$ cat config.mk
export PLATFORM = sky130hd
export DESIGN_NAME = arb_stream_mux
export DESIGN_NICKNAME = d
export VERILOG_FILES = /design/src/rtl/arb_stream_mux.sv
export SDC_FILE = /design/constraint.sdc
export NUM_CORES = 1
export LEC_CHECK = 0
export BUFFER_PORTS_ARGS = -buffer_cell sky130_fd_sc_hd__buf_2
export CAP_MARGIN = 20
export CELL_PAD_IN_SITES_DETAIL_PLACEMENT = 1
export CELL_PAD_IN_SITES_GLOBAL_PLACEMENT = 1
export CORE_UTILIZATION = 34
export CTS_CLUSTER_SIZE = 16
export DETAILED_ROUTE_END_ITERATION = 10
export GPL_ROUTABILITY_DRIVEN = 0
export PLACE_DENSITY = 0.93
export SLEW_MARGIN = 5
export SYNTH_ARGS = -nofsm -noshare
export SYNTH_HDL_FRONTEND = slang
export SYNTH_SLANG_ARGS = --single-unit
$ cat constraint.sdc
create_clock -name clk -period 5.05 [get_ports clk]
set_clock_uncertainty 0.15 [all_clocks]
set_input_delay 0.7575 -clock clk [delete_from_list [all_inputs] [get_ports clk]]
set_output_delay 0.7575 -clock clk [all_outputs]
set_load 0.1 [all_outputs]
$ cat src/rtl/arb_stream_mux.sv
// Registered N:1 stream multiplexer with fixed-select or round-robin arbitration.
// Optional burst hold in round-robin mode is enabled by defining ARB_STREAM_MUX_HOLD_EN.
module arb_stream_mux #(
    parameter int DATA_WIDTH = 8,
    parameter int NUM_INPUTS = 4,
    parameter int SEL_WIDTH  = 2,
    parameter int MAX_BURST  = 4
) (
    input  logic                             clk,
    input  logic                             rst_n,
    input  logic [NUM_INPUTS*DATA_WIDTH-1:0] in_data,
    input  logic [NUM_INPUTS-1:0]            in_valid,
    output logic [NUM_INPUTS-1:0]            in_ready,
    input  logic                             mode,
    input  logic [SEL_WIDTH-1:0]             s,
    output logic [DATA_WIDTH-1:0]            y,
    output logic                             y_valid,
    input  logic                             y_ready,
    output logic [SEL_WIDTH-1:0]             y_grant
);

    localparam logic [0:0] ST_IDLE = 1'b0;
    localparam logic [0:0] ST_FULL = 1'b1;

    logic [0:0]            state_reg, state_next;
    logic [DATA_WIDTH-1:0] y_reg;
    logic [SEL_WIDTH-1:0]  grant_reg;
    logic [SEL_WIDTH-1:0]  ptr_reg, ptr_next;

    logic [DATA_WIDTH-1:0] ch_data [NUM_INPUTS];
    logic [NUM_INPUTS-1:0] grant_hot;
    logic                  load_en, load, grant_valid, s_in_range;
    logic [SEL_WIDTH-1:0]  grant, grant_wrap_inc;
    logic                  rr_found;
    logic [SEL_WIDTH-1:0]  rr_idx, rr_off;
    logic [SEL_WIDTH:0]    rr_sum;
    logic [2*NUM_INPUTS-1:0] rr_dbl;

    generate
        if (NUM_INPUTS < 2 || NUM_INPUTS > 16)
            $error("arb_stream_mux: NUM_INPUTS out of range");
        if (SEL_WIDTH != $clog2(NUM_INPUTS))
            $error("arb_stream_mux: SEL_WIDTH must be clog2(NUM_INPUTS)");
        if (MAX_BURST < 1 || MAX_BURST > 255)
            $error("arb_stream_mux: MAX_BURST out of range");

        if (NUM_INPUTS == (1 << SEL_WIDTH)) begin : g_full_range
            assign s_in_range = 1'b1;
        end else begin : g_part_range
            assign s_in_range = (int'(s) < NUM_INPUTS);
        end
    endgenerate

    genvar gi;
    generate
        for (gi = 0; gi < NUM_INPUTS; gi++) begin : g_ch
            assign ch_data[gi]   = in_data[gi*DATA_WIDTH +: DATA_WIDTH];
            assign grant_hot[gi] = grant_valid && (grant == SEL_WIDTH'(gi));
            // in_ready is forced low while reset is asserted, independent of the clock
            assign in_ready[gi]  = rst_n && load_en && grant_hot[gi];
        end
    endgenerate

    // Round-robin search: rotate valids so ptr sits at bit 0, take the lowest set bit.
    assign rr_dbl = {in_valid, in_valid} >> ptr_reg;

    always_comb begin
        rr_found = 1'b0;
        rr_off   = '0;
        for (int k = NUM_INPUTS - 1; k >= 0; k--) begin
            if (rr_dbl[k]) begin
                rr_found = 1'b1;
                rr_off   = SEL_WIDTH'(k);
            end
        end
        rr_sum = {1'b0, ptr_reg} + {1'b0, rr_off};
        if (int'(rr_sum) >= NUM_INPUTS)
            rr_idx = SEL_WIDTH'(int'(rr_sum) - NUM_INPUTS);
        else
            rr_idx = rr_sum[SEL_WIDTH-1:0];
    end

    assign grant_valid    = mode ? rr_found : s_in_range;
    assign grant          = mode ? rr_idx : s;
    assign grant_wrap_inc = (int'(grant) == NUM_INPUTS - 1) ? '0 : grant + SEL_WIDTH'(1);
    assign load_en        = (state_reg == ST_IDLE) || y_ready;
    assign load           = load_en && |(in_valid & grant_hot);

    always_comb begin
        state_next = state_reg;
        case (state_reg)
            ST_IDLE: if (load) state_next = ST_FULL;
            ST_FULL: if (y_ready && !load) state_next = ST_IDLE;
            default: state_next = ST_IDLE;
        endcase
    end

`ifdef ARB_STREAM_MUX_HOLD_EN
    logic [7:0]            burst_reg, burst_next;
    logic [8:0]            burst_inc;
    logic [NUM_INPUTS-1:0] last_hot;

    generate
        for (gi = 0; gi < NUM_INPUTS; gi++) begin : g_last
            assign last_hot[gi] = (grant_reg == SEL_WIDTH'(gi));
        end
    endgenerate

    // During a burst ptr parks on the granted channel so the search re-selects it.
    always_comb begin
        ptr_next   = ptr_reg;
        burst_next = burst_reg;
        burst_inc  = 9'd1;
        if (load && mode) begin
            if (grant == grant_reg && burst_reg != 8'd0)
                burst_inc = {1'b0, burst_reg} + 9'd1;
            if (int'(burst_inc) >= MAX_BURST) begin
                ptr_next   = grant_wrap_inc;
                burst_next = 8'd0;
            end else begin
                ptr_next   = grant;
                burst_next = burst_inc[7:0];
            end
        end else if (load) begin
            burst_next = 8'd0;
        end else if (!(|(in_valid & last_hot))) begin
            burst_next = 8'd0;
        end
    end

    always_ff @(posedge clk or negedge rst_n) begin
        if (!rst_n)
            burst_reg <= 8'd0;
        else
            burst_reg <= burst_next;
    end
`else
    assign ptr_next = (load && mode) ? grant_wrap_inc : ptr_reg;
`endif

    always_ff @(posedge clk or negedge rst_n) begin
        if (!rst_n) begin
            state_reg <= ST_IDLE;
            y_reg     <= '0;
            grant_reg <= '0;
            ptr_reg   <= '0;
        end else begin
            state_reg <= state_next;
            ptr_reg   <= ptr_next;
            if (load) begin
                y_reg     <= ch_data[grant];
                grant_reg <= grant;
            end
        end
    end

    assign y       = y_reg;
    assign y_valid = (state_reg == ST_FULL);
    assign y_grant = grant_reg;

endmodule

==> summary by stage <==
Run status
The flow ran to the end, and the final reports show no timing, DRC or antenna violations.

Route
The routed layout has 1,080 vias. The highest metal layer used by the detailed router is met4. The vias per cell is 5.12. The met3 layer wire length in the routed design is 117 um. The aggregate routed wire length is 3.16 mm. For this run, design rule violations remaining after detail routing come to 0.

For this run, the detailed router's first-pass iteration total came to 4. The detailed-route wire length on metal 1 is 1.39 mm. After the first detailed-routing iteration, the DRC count stood at 22. The final routed wire length divided by cell count is 15.0 um. The count of nets left with antenna violations once routing finished came out at 0. The routed wire length on met2 is 1.61 mm.

Logic synthesis
The netlist area before placement is 1080 um^2. After technology mapping, the gate count stands at 111. Averaged over all synthesized cells, the footprint is 9.71 um^2. The share of synthesized registers carrying an async set or reset is 1.00. The most instantiated flip-flop cell in the synthesis netlist is sky130_fd_sc_hd__dfrtp_1. Synthesis instantiated 29 different standard cells from the library. Yosys printed 0 warnings. The post-synth net total is 155. sky130_fd_sc_hd__dfrtp_1 is the most common cell in the netlist. The share of the Yosys chip area taken by registers is 0.302. Synthesis inferred 13 register bits.

The share of synthesized area in the top cell type comes to 0.302. By area the synthesized netlist is led by sky130_fd_sc_hd__dfrtp_1 30%, sky130_fd_sc_hd__mux2_4 14%, sky130_fd_sc_hd__mux2i_1 11%. The top cell type by total area after synthesis is sky130_fd_sc_hd__dfrtp_1. By count the netlist is led by 13 x sky130_fd_sc_hd__dfrtp_1, 12 x sky130_fd_sc_hd__mux2i_1, 10 x sky130_fd_sc_hd__and2_1, 10 x sky130_fd_sc_hd__mux2_4, 9 x sky130_fd_sc_hd__a21oi_1. The number of enable-type register cells in the synthesized netlist is 0.

CTS
The worst-skew pair later-pin latency is 0.28 ns. Counting every sink on the clock net gives 13. The number of hold buffers added after CTS is 0.

The clock tree from TritonCTS is built. In this run the number of H-tree levels came out at 1. In this run the post-CTS setup repair buffer count came out at 0. The register clock-pin slew on the reported worst setup and hold paths is 0.09 ns.

The clock tree root buffer cell is sky130_fd_sc_hd__clkbuf_4. The total clock buffers created by CTS is 3. The number of gates resized after CTS is 0. The maximum buffer depth of the clock tree is 2.

Finish
The relative area change from synthesis to final layout is 33.1%. The number of diodes is 0. After filler insertion, the fill cell instance count of the layout stands at 384. The share of post-route cells with drive strength above 1 is 0.455. The number of flip-flops in the largest register is 8. After the last flow step, the layout net total stands at 212.

GRT
The global-route wire length before repair is 4.99 mm. Entering global routing, the biggest net connects 21 pins. The total overflow reported by the global router is 0. The global-route total usage across every layer is 0.192. The number of antenna violations at the first check in global routing was 0.

The number of global-route vias before repair is 1,076.

Critical path
The sort of element at the start of the critical path is a flop. In this run the worst path has a maximum fanout of 13. At the worst endpoint, the arrival time is 3.51 ns. The required time of the worst setup path is 4.14 ns.

The kind of critical path is reg2out. The element type at the critical path end is a primary output.

STA
Summed over all failing endpoints, the final setup total negative slack is 0 ns. The final-report max-slew violation count is 0. The worst path in the final design needs a cycle of 4.41 ns, including I/O delays and setup. Setup violations remaining at the end of the flow were counted as 0.

The worst pin sits at a relative slew slack of 0.633. The share of the cycle needed by the critical path after routing is 0.874. The transition time of the tightest slew-check pin is 0.550 ns. The number of hold-slack violations in the final timing report is 0. Based on the critical path, the design can be clocked at up to 0.227 GHz. Setup repair after global routing left no endpoint under its margin.

Die
The area of the core is 3030 um^2. For this configuration, the core starts out at a cell density of 0.356. The width of the chip is 58.3 um.

The die outline height is 58.3 um. The floorplan has 20 rows. For this design the top-level I/O count stands at 57. The die covers 3400 um^2.

Placed design
The post-DP HPWL is 2.55 mm. Input and output buffers added on the ports amount to 56.

Min path
The class of the tightest hold or removal check is in2async.

Flow run
The number of max-cap violations is 0.
==> critical path, stage by stage (launching register included) <==
cell and delay, ns:
sky130_fd_sc_hd__dfrtp_1 0.51, sky130_fd_sc_hd__inv_1 0.13, sky130_fd_sc_hd__nand2_1 0.09, sky130_fd_sc_hd__o221ai_1 0.11
sky130_fd_sc_hd__o21ai_0 0.10, sky130_fd_sc_hd__o221ai_1 0.14, sky130_fd_sc_hd__ha_1 0.21, sky130_fd_sc_hd__xnor2_1 0.14
sky130_fd_sc_hd__or4_4 0.56, sky130_fd_sc_hd__a31oi_4 0.41, sky130_fd_sc_hd__buf_4 0.25, sky130_fd_sc_hd__and3_1 0.17
sky130_fd_sc_hd__buf_2 0.42
==> worst paths after layout <==
| check | endpoint | depth (start not counted) | slack (ns) | from |
|---|---|---|---|---|
| setup / recovery | in_ready[2] | 12 | 0.64 | ptr_reg[0]$_DFFE_PN0P_ |
| hold / removal | y[0]$_DFFE_PN0P_ | 1 | 0.21 | rst_n |
| min in group clk | y[3]$_DFFE_PN0P_ | 1 | 0.36 | y[3]$_DFFE_PN0P_ |
| max in group asynchronous | y_valid$_DFF_PN0_ | 1 | 4.29 | rst_n |
| hold reg to reg | y[3]$_DFFE_PN0P_ | 1 | 0.36 | y[3]$_DFFE_PN0P_ |
| setup reg to reg | y[2]$_DFFE_PN0P_ | 12 | 1.35 | ptr_reg[0]$_DFFE_PN0P_ |
==> per-stage QoR <==
stage               hold WS [ns]  setup slack [ns]  std cells  cell area (um^2)  utilization
CTS                        0.218             0.618        211              1430        0.474
finish                     0.205             0.635        211              1430        0.474
global route               0.224             0.473        211              1430        0.474
detailed placement         0.342             0.626        207              1410        0.465
global placement           0.339             0.780        207              1410        0.465
floorplan                  0.312            0.0449        111              1080            -
==> final cells by class <==
cell class,count,area (um^2),area share
Tap cell,44,55.1,0.0384
Timing Repair Buffer,58,295,0.206
Clock buffer,4,26.3,0.0183
Multi-Input combinational cell,88,717,0.500
Sequential cell,13,325,0.227
Inverter,4,15.0,0.0105
==> layout by cell type, fill, tap and decap left out, types with 4 or more instances in the layout <==
master / Yosys / layout
sky130_fd_sc_hd__mux2i_1: 12 / 11
sky130_fd_sc_hd__a21oi_1: 9 / 9
sky130_fd_sc_hd__mux2_4: 10 / 10
sky130_fd_sc_hd__nand2_1: 7 / 7
sky130_fd_sc_hd__nor2_1: 4 / 4
sky130_fd_sc_hd__a211oi_1: 8 / 8
sky130_fd_sc_hd__inv_1: 4 / 4
sky130_fd_sc_hd__and2_1: 10 / 10
sky130_fd_sc_hd__buf_2: 1 / 56
sky130_fd_sc_hd__nand2b_1: 5 / 5
sky130_fd_sc_hd__dfrtp_1: 13 / 13
==> kinds of logic (layout without fill, tap and decap cells) <==
family                     count (synthesis)  in the layout  synth area share
buffers and inverters                     10             66            0.0360
AOI/OAI and AO/OA                         28             28             0.196
muxes                                     23             23             0.261
DFF                                       13             13             0.302
adders and majority gates                  2              2            0.0232
and+or+nand+nor                           34             34             0.173
xor gates and xnor gates                   1              1           0.00813
==> layer usage <==
layer,GRT usage,up-vias
met5,0,-
met4,0.0748,0
met3,0.0264,4
met2,0.335,33
met1,0.240,520
li1,-,523
Power is not shown: default switching activity piles up to over one toggle a cycle in this logic, so the estimate is an artifact.
